$ cat src/rtl/mem_arbiter.sv
// Single-port memory arbiter: serialises PTW, data and fetch requests onto one
// backend port, fixed priority PTW > dmem > fetch with a starvation guard for fetch.
module mem_arbiter #(
  parameter int STARVE_LIMIT = 4
) (
  input  logic        clk,
  input  logic        reset,
  input  logic        ptw_request,
  input  logic [31:0] ptw_addr,
  input  logic        dmem_request,
  input  logic        dmem_request_type,
  input  logic [31:0] dmem_addr,
  input  logic [31:0] dmem_write_data,
  input  logic [3:0]  dmem_write_mask,
  input  logic        fetch_request,
  input  logic [31:0] fetch_addr,
  output logic        ptw_grant,
  output logic        dmem_grant,
  output logic        fetch_grant,
  output logic        ptw_data_valid,
  output logic        dmem_data_valid,
  output logic        fetch_data_valid,
  output logic [31:0] request_data,
  output logic        mem_request,
  output logic        mem_request_type,
  output logic [31:0] mem_addr,
  output logic [31:0] mem_write_data,
  output logic [3:0]  mem_write_mask,
  input  logic        mem_ready,
  input  logic        mem_data_valid,
  input  logic [31:0] mem_read_data,
  output logic        busy,
  output logic [1:0]  dbg_state
);

  typedef enum logic [1:0] {IDLE, ISSUE, WAIT, RESP} state_t;
  typedef enum logic [1:0] {OWN_NONE, OWN_PTW, OWN_DMEM, OWN_FETCH} owner_t;

  localparam logic [3:0] STARVE_MAX = 4'(STARVE_LIMIT);

  state_t      state, state_next;
  owner_t      owner, win_owner;
  logic        first_issue;
  logic        arb_win;
  logic        capture;
  logic [3:0]  starve_cnt, starve_next;
  logic [31:0] lat_addr, win_addr;
  logic        lat_type, win_type;
  logic [31:0] lat_wdata, win_wdata;
  logic [3:0]  lat_mask, win_mask;

  // Backend handshake: mem_request is held with stable mem_* fields until a
  // cycle where mem_ready is high; mem_data_valid counts only in that cycle
  // (ISSUE) or any later cycle of WAIT, and is ignored everywhere else.
  always_comb begin
    state_next = state;
    arb_win    = 1'b0;
    capture    = 1'b0;
    win_owner  = OWN_NONE;
    win_addr   = fetch_addr;
    win_type   = 1'b0;
    win_wdata  = 32'h0;
    win_mask   = 4'h0;

    if (fetch_request && (starve_cnt == STARVE_MAX)) win_owner = OWN_FETCH;
    else if (ptw_request)                             win_owner = OWN_PTW;
    else if (dmem_request)                            win_owner = OWN_DMEM;
    else if (fetch_request)                           win_owner = OWN_FETCH;

    case (win_owner)
      OWN_PTW: win_addr = ptw_addr;
      OWN_DMEM: begin
        win_addr  = dmem_addr;
        win_type  = dmem_request_type;
        win_wdata = dmem_write_data;
        win_mask  = dmem_request_type ? dmem_write_mask : 4'h0;
      end
      default: ;
    endcase

    // Fetch losing while asking builds pressure; anything else relieves it.
    if (win_owner == OWN_FETCH || !fetch_request) starve_next = 4'h0;
    else if (starve_cnt < STARVE_MAX)              starve_next = starve_cnt + 4'd1;
    else                                           starve_next = starve_cnt;

    case (state)
      IDLE: begin
        if (win_owner != OWN_NONE) begin
          arb_win    = 1'b1;
          state_next = ISSUE;
        end
      end
      ISSUE: begin
        if (mem_ready) begin
          if (mem_data_valid) begin
            capture    = 1'b1;
            state_next = RESP;
          end else begin
            state_next = WAIT;
          end
        end
      end
      WAIT: begin
        if (mem_data_valid) begin
          capture    = 1'b1;
          state_next = RESP;
        end
      end
      RESP:    state_next = IDLE;
      default: state_next = IDLE;
    endcase
  end

  always_ff @(posedge clk or negedge reset) begin
    if (!reset) begin
      state        <= IDLE;
      owner        <= OWN_NONE;
      first_issue  <= 1'b0;
      starve_cnt   <= 4'h0;
      lat_addr     <= 32'h0;
      lat_type     <= 1'b0;
      lat_wdata    <= 32'h0;
      lat_mask     <= 4'h0;
      request_data <= 32'h0;
    end else begin
      state       <= state_next;
      first_issue <= arb_win;
      if (arb_win) begin
        owner      <= win_owner;
        starve_cnt <= starve_next;
        lat_addr   <= win_addr;
        lat_type   <= win_type;
        lat_wdata  <= win_wdata;
        lat_mask   <= win_mask;
      end
      if (capture) request_data <= mem_read_data;
    end
  end

  assign mem_request      = (state == ISSUE);
  assign mem_request_type = lat_type;
  assign mem_addr         = lat_addr;
  assign mem_write_data   = lat_wdata;
  assign mem_write_mask   = lat_mask;

  assign ptw_grant   = first_issue && (state == ISSUE) && (owner == OWN_PTW);
  assign dmem_grant  = first_issue && (state == ISSUE) && (owner == OWN_DMEM);
  assign fetch_grant = first_issue && (state == ISSUE) && (owner == OWN_FETCH);

  assign ptw_data_valid   = (state == RESP) && (owner == OWN_PTW);
  assign dmem_data_valid  = (state == RESP) && (owner == OWN_DMEM);
  assign fetch_data_valid = (state == RESP) && (owner == OWN_FETCH);

  assign busy      = (state != IDLE);
  assign dbg_state = state;

endmodule

$ cat config.mk
export PLATFORM = sky130hd
export DESIGN_NAME = mem_arbiter
export DESIGN_NICKNAME = d
export VERILOG_FILES = /design/src/rtl/mem_arbiter.sv
export SDC_FILE = /design/constraint.sdc
export NUM_CORES = 1
export LEC_CHECK = 0
export BUFFER_PORTS_ARGS = -buffer_cell sky130_fd_sc_hd__buf_4
export CAP_MARGIN = 5
export CELL_PAD_IN_SITES_DETAIL_PLACEMENT = 1
export CELL_PAD_IN_SITES_GLOBAL_PLACEMENT = 1
export CORE_MARGIN = 3
export CORE_UTILIZATION = 26
export DETAILED_ROUTE_END_ITERATION = 8
export GPL_TIMING_DRIVEN = 0
export PLACE_DENSITY = 0.68
export SLEW_MARGIN = 20
export SYNTH_ARGS = -nofsm -noshare
export SYNTH_HDL_FRONTEND = slang
export SYNTH_SLANG_ARGS = --single-unit
$ cat constraint.sdc
create_clock -name clk -period 5.3 [get_ports clk]
set_clock_uncertainty 0.1 [all_clocks]
set_input_delay 0.53 -clock clk [delete_from_list [all_inputs] [get_ports clk]]
set_output_delay 0.53 -clock clk [all_outputs]
set_load 0.02 [all_outputs]
==> impl_metrics.yaml <==
worst_setup_path:
  cp_slowest_cell: "dfrtp_1"
  max_stage_delay_ns: 0.41
  crit_cells: 11
  reg2regPathDepth: 11
  worstSetupEndpointType: "flop"
  worst_setup_path_start_kind: "flop"
  worstPathRequired_ns: 5.47
  cpMostUsedCell: "o21ai_0"
  path_cells: "inv_1, ha_1, nand2_1, o21ai_0, a21oi_1, ha_1, buf_2, inv_1, clkbuf_1, o21ai_0, o21ai_0"
  path_buf_inv: 4
  worst-endpoint-arrival_ns: 2.89
  critPathTopFamily: "compound AO/OA/AOI/OAI gates"
  crit_type: "reg -> reg"
  worstPathMaxFanout: 10
placement:
  port_buffers: 282
  dp.cells: 984
  dp_slack_ns: 2.602
  routabilityCongestion: 0.7750
  dp_hpwl_um: 14530
yosys:
  synth.distinct_cells: 37
  synth-main-ff-cell: "dfrtp_1"
  synth_edf_count: 0
  synth-seq-cells: 110
  seq_area_frac_synth_pct: 55.68
  netlist_instances: 473
  syn-cell-area_um2: 4943
  synth.net_count: 656
  async_flop_share_pct: 100.0
  ys_warn_count: 0
  synth.avg_cell_area_um2: 10.45
global_routing:
  antenna_found_initial: 0
  grt-ovfl-total: 0
  track_usage_pct: 17.18
  grt_pass1_wl_um: 27810
  grt_pass1_vias: 5187
  grt_max_degree: 111
floorplanning:
  core_area_um2: 18330
  die_area_um2: 20700
  die_w_um: 143.9
  start_util_pct: 26.97
  die_height_um: 143.9
  num_rows: 49
  ios: 283
timing:
  min_period_ns: 2.719
  setup_violations: 0
  slew_violations: 0
  final_hold_viol_count: 0
  post-route-period-util_pct: 51.30
  fin_ws_ns: 2.581
  fmax_mhz: 367.8
  slew_headroom_pct: 35.33
  rsz0062_at_grt: "no"
  fin_tns_setup_ns: 0
  tightest_slew_ns: 0.9701
clocking:
  clk_latency_ns: 0.35
  ctsHoldBuffers: 0
  clk_pin_slew_ns: 0.08
  cts_buffers: 9
  cts_resized: 0
  htree_levels: 3
  cts_sinks: 110
  clockBufferDepth: 2
  cts_tree: "done"
  post_cts_buffers: 0
  cts_root_buf: "clkbuf_16"
finish:
  area_delta_synth_final_pct: 55.88
  fin_cells: 1000
  num-nets-final: 949
  drive_gt1_share_pct: 46.56
  num_antenna_cells: 0
  utilization_pct: 42.04
routing:
  ant_nets: 0
  wirelength_um: 18530
  vias_per_cell: 4.744
  wl_per_cell_um: 18.53
  first_iter_violations: 160
  first_pass_iters: 4
  num_vias: 4744
  drc: 0
status:
  outcome: "completed"
flow_run:
  max_cap_viol_count: 0
power:
  peakVddDrop_uv: 162.6
  p_leak_nw: 3.938
  p_per_area_nw_per_um2: 549.4
min_path:
  hold_class: "in -> async"
## area by class of cell
class	count	area [um2]
sequential	110	2753
buffer	36	205.2
multi-input combinational	316	1942
clock inverter	7	127.6
fill	2124	10630
inverter	11	43.79
timing repair buffer	282	2123
clock buffer	9	225.2
tap	229	286.5
## routing by layer
| layer | up-vias | GRT usage, % | part of all wire, % |
|---|---|---|---|
| li1 | 2249 | - | - |
| met1 | 2306 | 20.23 | 40 |
| met2 | 175 | 31.16 | 52 |
| met3 | 14 | 4.359 | 6.8 |
| met4 | 0 | 4.311 | 1.0 |
| met5 | - | 0 | 0 |
## report_power, final
part | internal [mW] | switching [mW] | total (mW)
clock | 0.471 | 0.339 | 0.809
combinational | 0.886 | 1.15 | 2.03
sequential | 1.18 | 0.209 | 1.39
## worst paths after layout
kind	endpoint	from	slack, ns
worst min register to register	mem_write_data[14]	mem_write_data[14]	0.37
worst max register to register	mem_addr[4]	starve_cnt[0]	2.58
min in group clk	request_data[23]	mem_read_data[23]	0.29
max in group asynchronous	mem_write_mask[0]	reset	4.21
worst min-delay path	mem_write_data[23]	reset	0.12
worst max-delay path	mem_addr[4]	starve_cnt[0]	2.58
## sequential cells by signal, indices dropped and copies added (netlist names)
signal,cells
mem_request_type,1
starve_cnt,4
owner,2
first_issue,1
request_data,32
mem_addr,32
mem_write_mask,4
dbg_state,2
mem_write_data,32
## stage by stage
stage	cell area, um2	hold WS, ns	total power, mW
2_1_floorplan	4943	0.1344	2.503
3_3_place_gp	7347	0.3520	3.389
3_5_place_dp	7351	0.3586	3.483
4_1_cts	7704	0.2729	4.306
5_1_grt	7706	0.2727	4.524
6_report	7706	0.1237	4.234
## synth_stat cells (all sizes together), types with 2 or more instances
| cell type | number | area, um2 |
|---|---|---|
| a22o | 4 | 35.03 |
| nor3b | 2 | 15.01 |
| inv | 11 | 43.80 |
| nor2 | 7 | 33.78 |
| a21o | 2 | 15.01 |
| dfrtp | 110 | 2753 |
| nand2b | 2 | 12.51 |
| a221oi | 32 | 280.3 |
| buf | 25 | 163.9 |
| nand3 | 33 | 165.2 |
| a21oi | 2 | 13.76 |
| o21ai | 67 | 335.3 |
| nand2 | 104 | 390.4 |
| ha | 11 | 137.6 |
| nand4 | 2 | 12.51 |
| o211ai | 3 | 22.52 |
| clkbuf | 11 | 41.29 |
| mux2 | 34 | 386.6 |
## cell families (layout without fill, tap and decap cells)
kind of cell | Yosys count | after routing | share of synthesized area (%)
AOI/OAI and AO/OA | 117 | 117 | 15.44
adders and majority gates | 11 | 11 | 2.784
buffers and inverters | 47 | 345 | 5.037
DFF | 110 | 110 | 55.68
muxes | 34 | 34 | 7.821
and+or+nand+nor | 154 | 154 | 13.24
## cells in the final DEF (no fill, tap or decap), types with 3 or more instances in the layout
cell type,instances
nor2_1,6
nand2_1,104
o21ai_0,58
o211ai_1,3
clkbuf_1,11
buf_4,284
clkbuf_16,9
ha_1,11
dfrtp_1,110
buf_2,17
o21ai_1,9
mux2_2,31
a22o_1,4
inv_1,10
bufinv_16,3
nand3_1,33
a221oi_1,32
buf_6,5
Note: power is estimated with default switching activity, not from simulation.
